File: config.mk
export PLATFORM = sky130hd
export DESIGN_NAME = morse_encoder
export DESIGN_NICKNAME = d
export VERILOG_FILES = /design/src/rtl/morse_encoder.sv
export SDC_FILE = /design/constraint.sdc
export NUM_CORES = 1
export LEC_CHECK = 0
export ABC_CLOCK_PERIOD_IN_PS = 4500
export BUFFER_PORTS_ARGS = -buffer_cell sky130_fd_sc_hd__clkbuf_2
export CORE_MARGIN = 8
export CORE_UTILIZATION = 42
export DETAILED_ROUTE_END_ITERATION = 8
export SLEW_MARGIN = 20
export SYNTH_ARGS = -nofsm -noshare
export SYNTH_HDL_FRONTEND = slang
export SYNTH_SLANG_ARGS = --single-unit
File: constraint.sdc
create_clock -name clk -period 4.5 [get_ports clk]
set_clock_uncertainty 0.15 [all_clocks]
set_input_delay 0 -clock clk [delete_from_list [all_inputs] [get_ports clk]]
set_output_delay 0 -clock clk [all_outputs]
set_load 0.05 [all_outputs]
File: src/rtl/morse_encoder.sv
// morse_encoder: 4-deep host FIFO feeding a Morse keyer on active-low line b.
// One unit is TIMER_FINAL_VALUE+1 clocks; b idles high.
module morse_encoder #(
  parameter int TIMER_FINAL_VALUE = 5,
  parameter int FIFO_DEPTH        = 4
) (
  input  logic       clk,
  input  logic       reset,
  input  logic       wr,
  input  logic [8:0] din,
  output logic       b,
  output logic       full,
  output logic       empty,
  output logic       busy
);

  localparam int PW = $clog2(FIFO_DEPTH);
  localparam int CW = PW + 1;
  localparam int TW = (TIMER_FINAL_VALUE > 0) ?
                      $clog2(TIMER_FINAL_VALUE + 1) : 1;

  typedef enum logic [2:0] {
    IDLE,
    MARK,
    ELEM_GAP,
    LETTER_GAP,
    WORD_GAP
  } state_t;

  state_t        state_q, state_d;
  logic [8:0]    mem_q [FIFO_DEPTH];
  logic [PW-1:0] wp_q, wp_d;
  logic [PW-1:0] rp_q, rp_d;
  logic [CW-1:0] cnt_q, cnt_d;
  logic [TW-1:0] timer_q, timer_d;
  logic [1:0]    units_q, units_d;
  logic [4:0]    sr_q, sr_d;
  logic [2:0]    ecnt_q, ecnt_d;
  logic          b_q, b_d;
  logic          busy_q, busy_d;
  logic          full_q, full_d;
  logic          empty_q, empty_d;

  logic       tick;
  logic       done;
  logic       push;
  logic       pop;
  logic       load;
  logic [1:0] need_m1;
  logic [8:0] head;
  logic [2:0] head_len;

  always_comb begin
    tick     = (timer_q == TW'(TIMER_FINAL_VALUE));
    head     = mem_q[rp_q];
    head_len = (head[7:5] > 3'd5) ? 3'd5 : head[7:5];
    push     = wr & ~full_q & ~reset;

    unique case (state_q)
      MARK:       need_m1 = sr_q[4] ? 2'd2 : 2'd0;
      LETTER_GAP: need_m1 = 2'd2;
      WORD_GAP:   need_m1 = 2'd3;
      default:    need_m1 = 2'd0;
    endcase
    done = tick && (units_q == need_m1) && (state_q != IDLE);

    state_d = state_q;
    sr_d    = sr_q;
    ecnt_d  = ecnt_q;
    load    = 1'b0;

    unique case (state_q)
      IDLE: load = (cnt_q != '0);
      MARK: begin
        if (done) begin
          if (ecnt_q != 3'd0) begin
            state_d = ELEM_GAP;
            sr_d    = {sr_q[3:0], 1'b0};
            ecnt_d  = ecnt_q - 3'd1;
          end else begin
            state_d = LETTER_GAP;
          end
        end
      end
      ELEM_GAP: begin
        if (done) state_d = MARK;
      end
      LETTER_GAP, WORD_GAP: begin
        if (done) begin
          load    = (cnt_q != '0);
          state_d = IDLE;
        end
      end
      default: state_d = IDLE;
    endcase

    // A popped len=0 letter is consumed but leaves the keyer idle.
    if (load) begin
      if (head[8]) begin
        state_d = WORD_GAP;
      end else if (head_len == 3'd0) begin
        state_d = IDLE;
      end else begin
        state_d = MARK;
        sr_d    = head[4:0];
        ecnt_d  = head_len - 3'd1;
      end
    end
    pop = load;

    if (load || done || state_q == IDLE) begin
      timer_d = '0;
      units_d = 2'd0;
    end else begin
      timer_d = tick ? '0 : timer_q + TW'(1);
      units_d = units_q + {1'b0, tick};
    end

    wp_d    = wp_q + PW'(push);
    rp_d    = rp_q + PW'(pop);
    cnt_d   = cnt_q + CW'(push) - CW'(pop);
    full_d  = (cnt_d == CW'(FIFO_DEPTH));
    empty_d = (cnt_d == '0);
    b_d     = (state_d != MARK);
    busy_d  = (state_d != IDLE);
  end

  always_ff @(posedge clk) begin
    if (reset) begin
      state_q <= IDLE;
      wp_q    <= '0;
      rp_q    <= '0;
      cnt_q   <= '0;
      timer_q <= '0;
      units_q <= 2'd0;
      sr_q    <= 5'd0;
      ecnt_q  <= 3'd0;
      b_q     <= 1'b1;
      busy_q  <= 1'b0;
      full_q  <= 1'b0;
      empty_q <= 1'b1;
    end else begin
      state_q <= state_d;
      wp_q    <= wp_d;
      rp_q    <= rp_d;
      cnt_q   <= cnt_d;
      timer_q <= timer_d;
      units_q <= units_d;
      sr_q    <= sr_d;
      ecnt_q  <= ecnt_d;
      b_q     <= b_d;
      busy_q  <= busy_d;
      full_q  <= full_d;
      empty_q <= empty_d;
    end
  end

  always_ff @(posedge clk) begin
    if (push) mem_q[wp_q] <= din;
  end

  assign b     = b_q;
  assign busy  = busy_q;
  assign full  = full_q;
  assign empty = empty_q;

endmodule

==> metrics.txt, run 1 <==
status=finished, final reports clean; hold crit path type=in -> reg; first-pass GRT wire length=7800 um; Leak Pwr=0.00120 uW; Hold Crit Depth=5; Layout area overhead=15.6%; WP data required=4600 ps; Syn Std Cell Area=2750 um2; DRT Wirelength=4660 um; initial antenna violation count=0; Core ar.=6350 um2; synth top area cells=edfxtp_1, dfxtp_1, mux4_2; Final Instance Area=3170 um2; Antenna Violating Nets Remaining=0; vias in the first global route=1560; Fin Hold WS=104 ps; cell family with most CP delay=simple AND/OR/NAND/NOR gates; share of cells above drive strength 1=0.192; clk buf depth=2; total CTS buffers=9; critical path arrival=3270 ps; post-cts resize count=0; Initial DRT Pass Iterations=4; Max Cap Viol=0; Final HPWL DP=3100 um; Final Cycle Share=0.703; Crit Path Class=reg -> reg; min cycle time layout=3170 ps; setup TNS=0 ps; Post-CTS Setup Bufs=0; crit path buf inv count=1; Tot GR Track Use=0.105; ant diodes=0; CTS tree=yes; RR Startpoint=rp_q[0]$_SDFF_PP0_; num ports=16; DIE AREA=9380 um2; syn avg cell area=13.1 um2; flip-flop and latch count after synthesis=63; CP startpoint=rp_q[0]$_SDFF_PP0_; Crit-path slowest cell=dfxtp_1; Sink Count=63; Seq/Total Area, Yosys=0.591; type of origin of the critical path=flop; worst-path fanout max=16; P per Cell Area=571 nW/um2; die width=96.8 um; relative slew slack=0.412; Slew Limit Fails=0; r2r setup slk=1330 ps; initial DRC count=57; Post-synth EDFFs=36; Vert. Die Dim=96.8 um; DRC Markers=0; WL/cell=14.5 um; Core Util, Final=0.500; ys flop type=edfxtp_1; Final nets=264; # rows=29; Peak VDD IR=0.347 mV; Port Buf Inserts=15; HP Start=wr; most area-hungry cell type in the Yosys netlist=edfxtp_1; commonest non-fill, non-tap cell in the layout=edfxtp_1; total design power=1810 uW; Ys Warns=0; post-synthesis cell type count=44; Syn Nets=234; Worst path most repeated cell=ha_1; clk slew on worst S/H paths=70 ps; final hold violation count=0; RSZ-0062 raised after global routing=no; Slew @ Worst Pin=879 ps; Max Clock Freq=0.316 GHz; vias per cell=5.00; R2R Path End=busy$_SDFF_PP0_; clock root buffer master=clkbuf_8; Worst Hold End=wp_q[0]$_SDFF_PP0_; Clock Latency Late Sink=340 ps; DR vias=1609; endpoints failing setup=0; largest stage delay on the critical path=740 ps; Crit. End Element=flop; async set-or-reset flop fraction in the synthesized netlist=0; Remaining Overflow, GRT=0; CP cell instances=mux4_2 > inv_1 > nand2_1 > ha_1 > ha_1 > nor2_2 > nand3_1 > and2_1 > a31oi_1; synthesized instance count=210; Initial Util=0.432; most frequent cells in the layout=edfxtp_1, dfxtp_1, nor2_1; gpl congestion=0.761; largest net degree at the start of global routing=23; # H-tree levels=3; reg2reg path depth=9; CTS Hold Bufs=10; post-synth top area share=0.394; total placed instance area=2880 um2
[cells in the mapped netlist (2+ instances only)]
master	number
xor2_1	2
xnor2_1	6
nand3b_1	2
edfxtp_1	36
nand2_1	11
nor3_1	3
and2_1	4
mux4_2	9
ha_1	11
a21oi_1	6
buf_6	2
nand2b_1	2
dfxtp_1	27
nand3_1	2
a211oi_1	5
nor2_1	24
buf_1	2
a31oi_1	3
inv_1	9
nor2b_1	5
and3_1	6
mux2i_1	7
buf_2	2
nand4_1	4
[per-layer routing]
layer  vias up  track usage  part of all wire
met4         0       0.0604             0.029
met3        10       0.0356             0.026
li1        828            -                 -
met2        21        0.156              0.46
met1       750        0.130              0.49
met5         -            0                 0
[cell type report]
class / instances / area, um2
fill: 535 / 3180
multi-input combinational: 131 / 1050
clock inverter: 4 / 27.5
tap: 77 / 96.3
inverter: 9 / 33.8
clock buffer: 12 / 166
sequential: 63 / 1620
timing repair buffer: 26 / 183
[state kept, by name, indices dropped and copies added, names as in the netlist]
name,cells
cnt_q,3
sr_q,5
state_q,3
full,1
units_q,2
rp_q,2
wp_q,2
timer_q,3
b,1
empty,1
mem_q,36
ecnt_q,3
busy,1
[stage by stage]
step | worst slack [ps] | std cells
floorplan | 1800 | 210
global placement | 1230 | 296
detailed placement | 1280 | 296
CTS | 1250 | 322
global route | 1020 | 322
finish | 1330 | 322
[power by group]
group	switching (uW)	internal, uW
clock network	221	249
registers	81.3	697
logic	304	261
total	606	1210
[cell families after synthesis]
group                      synth area share
and+or+nand+nor                       0.133
adders and majority gates            0.0574
AOI/OAI and AO/OA                    0.0602
DFF                                   0.591
xor gates and xnor gates             0.0255
muxes                                 0.105
buffers and inverters                0.0283
[worst register-to-register path: stages (launching register included)]
cell	delay [ps]
dfxtp_1	740
mux4_2	610
inv_1	90
nand2_1	60
ha_1	170
ha_1	200
nor2_2	140
nand3_1	410
and2_1	310
a31oi_1	200
[worst max path at each step]
| stage | endpoint | slack, ps | depth (start not counted) |
|---|---|---|---|
| finish | busy$_SDFF_PP0_ | 1330 | 9 |
| global route | busy$_SDFF_PP0_ | 1020 | 9 |
| CTS | busy$_SDFF_PP0_ | 1250 | 9 |
| detailed placement | busy$_SDFF_PP0_ | 1280 | 9 |
| global placement | busy$_SDFF_PP0_ | 1230 | 9 |
| floorplan | full$_SDFF_PP0_ | 1800 | 15 |
Power figures use the tool's default switching activity.
==> run 2: changes to the inputs <==
Settings changed: ABC_CLOCK_PERIOD_IN_PS 4500 to 3310.
Clock period 4.5 ns to 3.31 ns, I/O delays scaled along.
==> metrics.txt, run 2 (same netlist as run 1, synthesis figures left out) <==
status=finished, final reports clean (unchanged); Max Clock Freq=0.328 GHz (was 0.316 GHz); Port Buf Inserts=15 (unchanged); relative slew slack=0.436 (was 0.412); Fin Hold WS=5.52 ps (was 104 ps); DR vias=1614 (was 1609); Post-CTS Setup Bufs=0 (unchanged); Max Cap Viol=0 (unchanged); die width=96.8 um (unchanged); # rows=29 (unchanged); worst-path fanout max=8 (was 16); clk slew on worst S/H paths=70 ps (about the same); WL/cell=14.3 um (was 14.5 um); Core ar.=6350 um2 (unchanged); Final Cycle Share=0.921 (was 0.703); Slew @ Worst Pin=843 ps (was 879 ps); Vert. Die Dim=96.8 um (unchanged); ant diodes=0 (unchanged); PnR worst setup slack=260 ps (was 1330 ps); reg2reg path depth=13 (was 9); Filler cells=563 (was 535); initial antenna violation count=0 (unchanged); Largest regs=mem_q (36), sr_q (5) (unchanged); Hold Crit Depth=2 (was 5); Clock Latency Late Sink=330 ps (was 340 ps); Crit Path Class=reg -> reg (unchanged); CTS tree=yes (unchanged); Crit. End Element=flop (unchanged); Remaining Overflow, GRT=0 (unchanged); P per Cell Area=775 nW/um2 (was 571 nW/um2); Non-Filler Instances=324 (was 322); # H-tree levels=3 (unchanged); DIE AREA=9380 um2 (unchanged); setup TNS=0 ps (unchanged); largest stage delay on the critical path=490 ps (was 740 ps); hold crit path type=in -> reg (unchanged); critical path arrival=3130 ps (was 3270 ps); Leak Pwr=0.00120 uW (about the same); Slew Limit Fails=0 (unchanged); Sink Count=63 (unchanged); Final nets=266 (was 264); endpoints failing setup=0 (unchanged); number of placed instances, taps included=299 (was 296); type of origin of the critical path=flop (unchanged); DRC Markers=0 (unchanged); min cycle time layout=3050 ps (was 3170 ps); initial DRC count=55 (was 57); RSZ-0062 raised after global routing=no (unchanged); Tot GR Track Use=0.105 (about the same); pre-CTS setup slack=255 ps (was 1280 ps); clock root buffer master=clkbuf_8 (unchanged); most frequent cells in the layout=edfxtp_1, dfxtp_1, nor2_1 (unchanged); Initial DRT Pass Iterations=4 (unchanged); Top reg by flops=mem_q (unchanged); Multi-input gate area=1050 um2 (unchanged); vias in the first global route=1686 (was 1560); Peak VDD IR=0.318 mV (was 0.347 mV); clk buf depth=2 (unchanged); vias per cell=4.98 (was 5.00); Initial Util=0.432 (unchanged); share of cells above drive strength 1=0.198 (was 0.192); commonest non-fill, non-tap cell in the layout=edfxtp_1 (unchanged); Layout area overhead=15.9% (was 15.6%); CP cell instances=nor2_1 > mux2i_1 > o21ai_0 > and2_1 > ha_1 > inv_1 > ha_1 > inv_1 > fa_1 > xor2_1 > xnor2_1 > nor2_1 > and3_1 (was mux4_2 > inv_1 > nand2_1 > ha_1 > ha_1 > nor2_2 > nand3_1 > and2_1 > a31oi_1); total CTS buffers=9 (unchanged); first-pass GRT wire length=7760 um (was 7800 um); Register Area=1620 um2 (unchanged); Final HPWL DP=3250 um (was 3100 um); WP data required=3390 ps (was 4600 ps); total design power=2460 uW (was 1810 uW); max reg flops=36 (unchanged); DRT Wirelength=4630 um (was 4660 um); Antenna Violating Nets Remaining=0 (unchanged); num ports=16 (unchanged); largest net degree at the start of global routing=23 (unchanged); final hold violation count=0 (unchanged); gpl congestion=0.744 (was 0.761); Crit-path slowest cell=dfxtp_1 (unchanged)
[run 2: area by class of cell]
| class | instances | share of cell area |
|---|---|---|
| sequential | 63 | 0.510 |
| multi-input combinational | 131 | 0.329 |
| timing repair buffer | 28 | 0.0614 |
| clock buffer | 9 | 0.0389 |
| tap | 77 | 0.0303 |
| clock inverter | 7 | 0.0201 |
| inverter | 9 | 0.0106 |
[run 2: what timing repair did]
| item | in CTS | in global routing |
|---|---|---|
| resized for setup | 0 | 0 |
| hold buffers | 9 | 0 |
| endpoints found under the hold margin | 36 | 0 |
[run 2: stage by stage]
step	area, um2	util
final	3180	0.501
after global routing	3180	0.501
after CTS	3180	0.501
after detailed placement	2900	0.457
after global placement	2900	0.457
after floorplan	2750	-
[run 2: per-layer routing]
layer	GRT usage	wire (um)	vias to the layer above
met3	0.0420	120	7
met4	0.0580	104	0
met1	0.117	2150	761
met2	0.167	2260	19
met5	0	0	-
li1	-	-	827
[run 2: final timing paths]
kind                                             from                     to  slack, ps
worst max-delay path            state_q[0]$_SDFF_PP0_        full$_SDFF_PP0_        260
worst min-delay path                            reset   ecnt_q[0]$_SDFF_PP0_          6
worst min register to register  timer_q[0]$_SDFF_PP0_  timer_q[0]$_SDFF_PP0_        320
worst max register to register  state_q[0]$_SDFF_PP0_        full$_SDFF_PP0_        260
[run 2: critical path: cells and delay by family, from the launching register on]
family / cells / cell delay (ps)
xor gates and xnor gates: 2 / 300
DFF: 1 / 490
muxes: 1 / 130
adders and majority gates: 3 / 760
and+or+nand+nor: 4 / 680
AOI/OAI and AO/OA: 1 / 350
buffers and inverters: 2 / 110
[run 2: power by group]
group	switching [uW]	internal (uW)	total, uW
Combinational	427	365	792
Clock	284	341	625
Sequential	98.7	949	1050
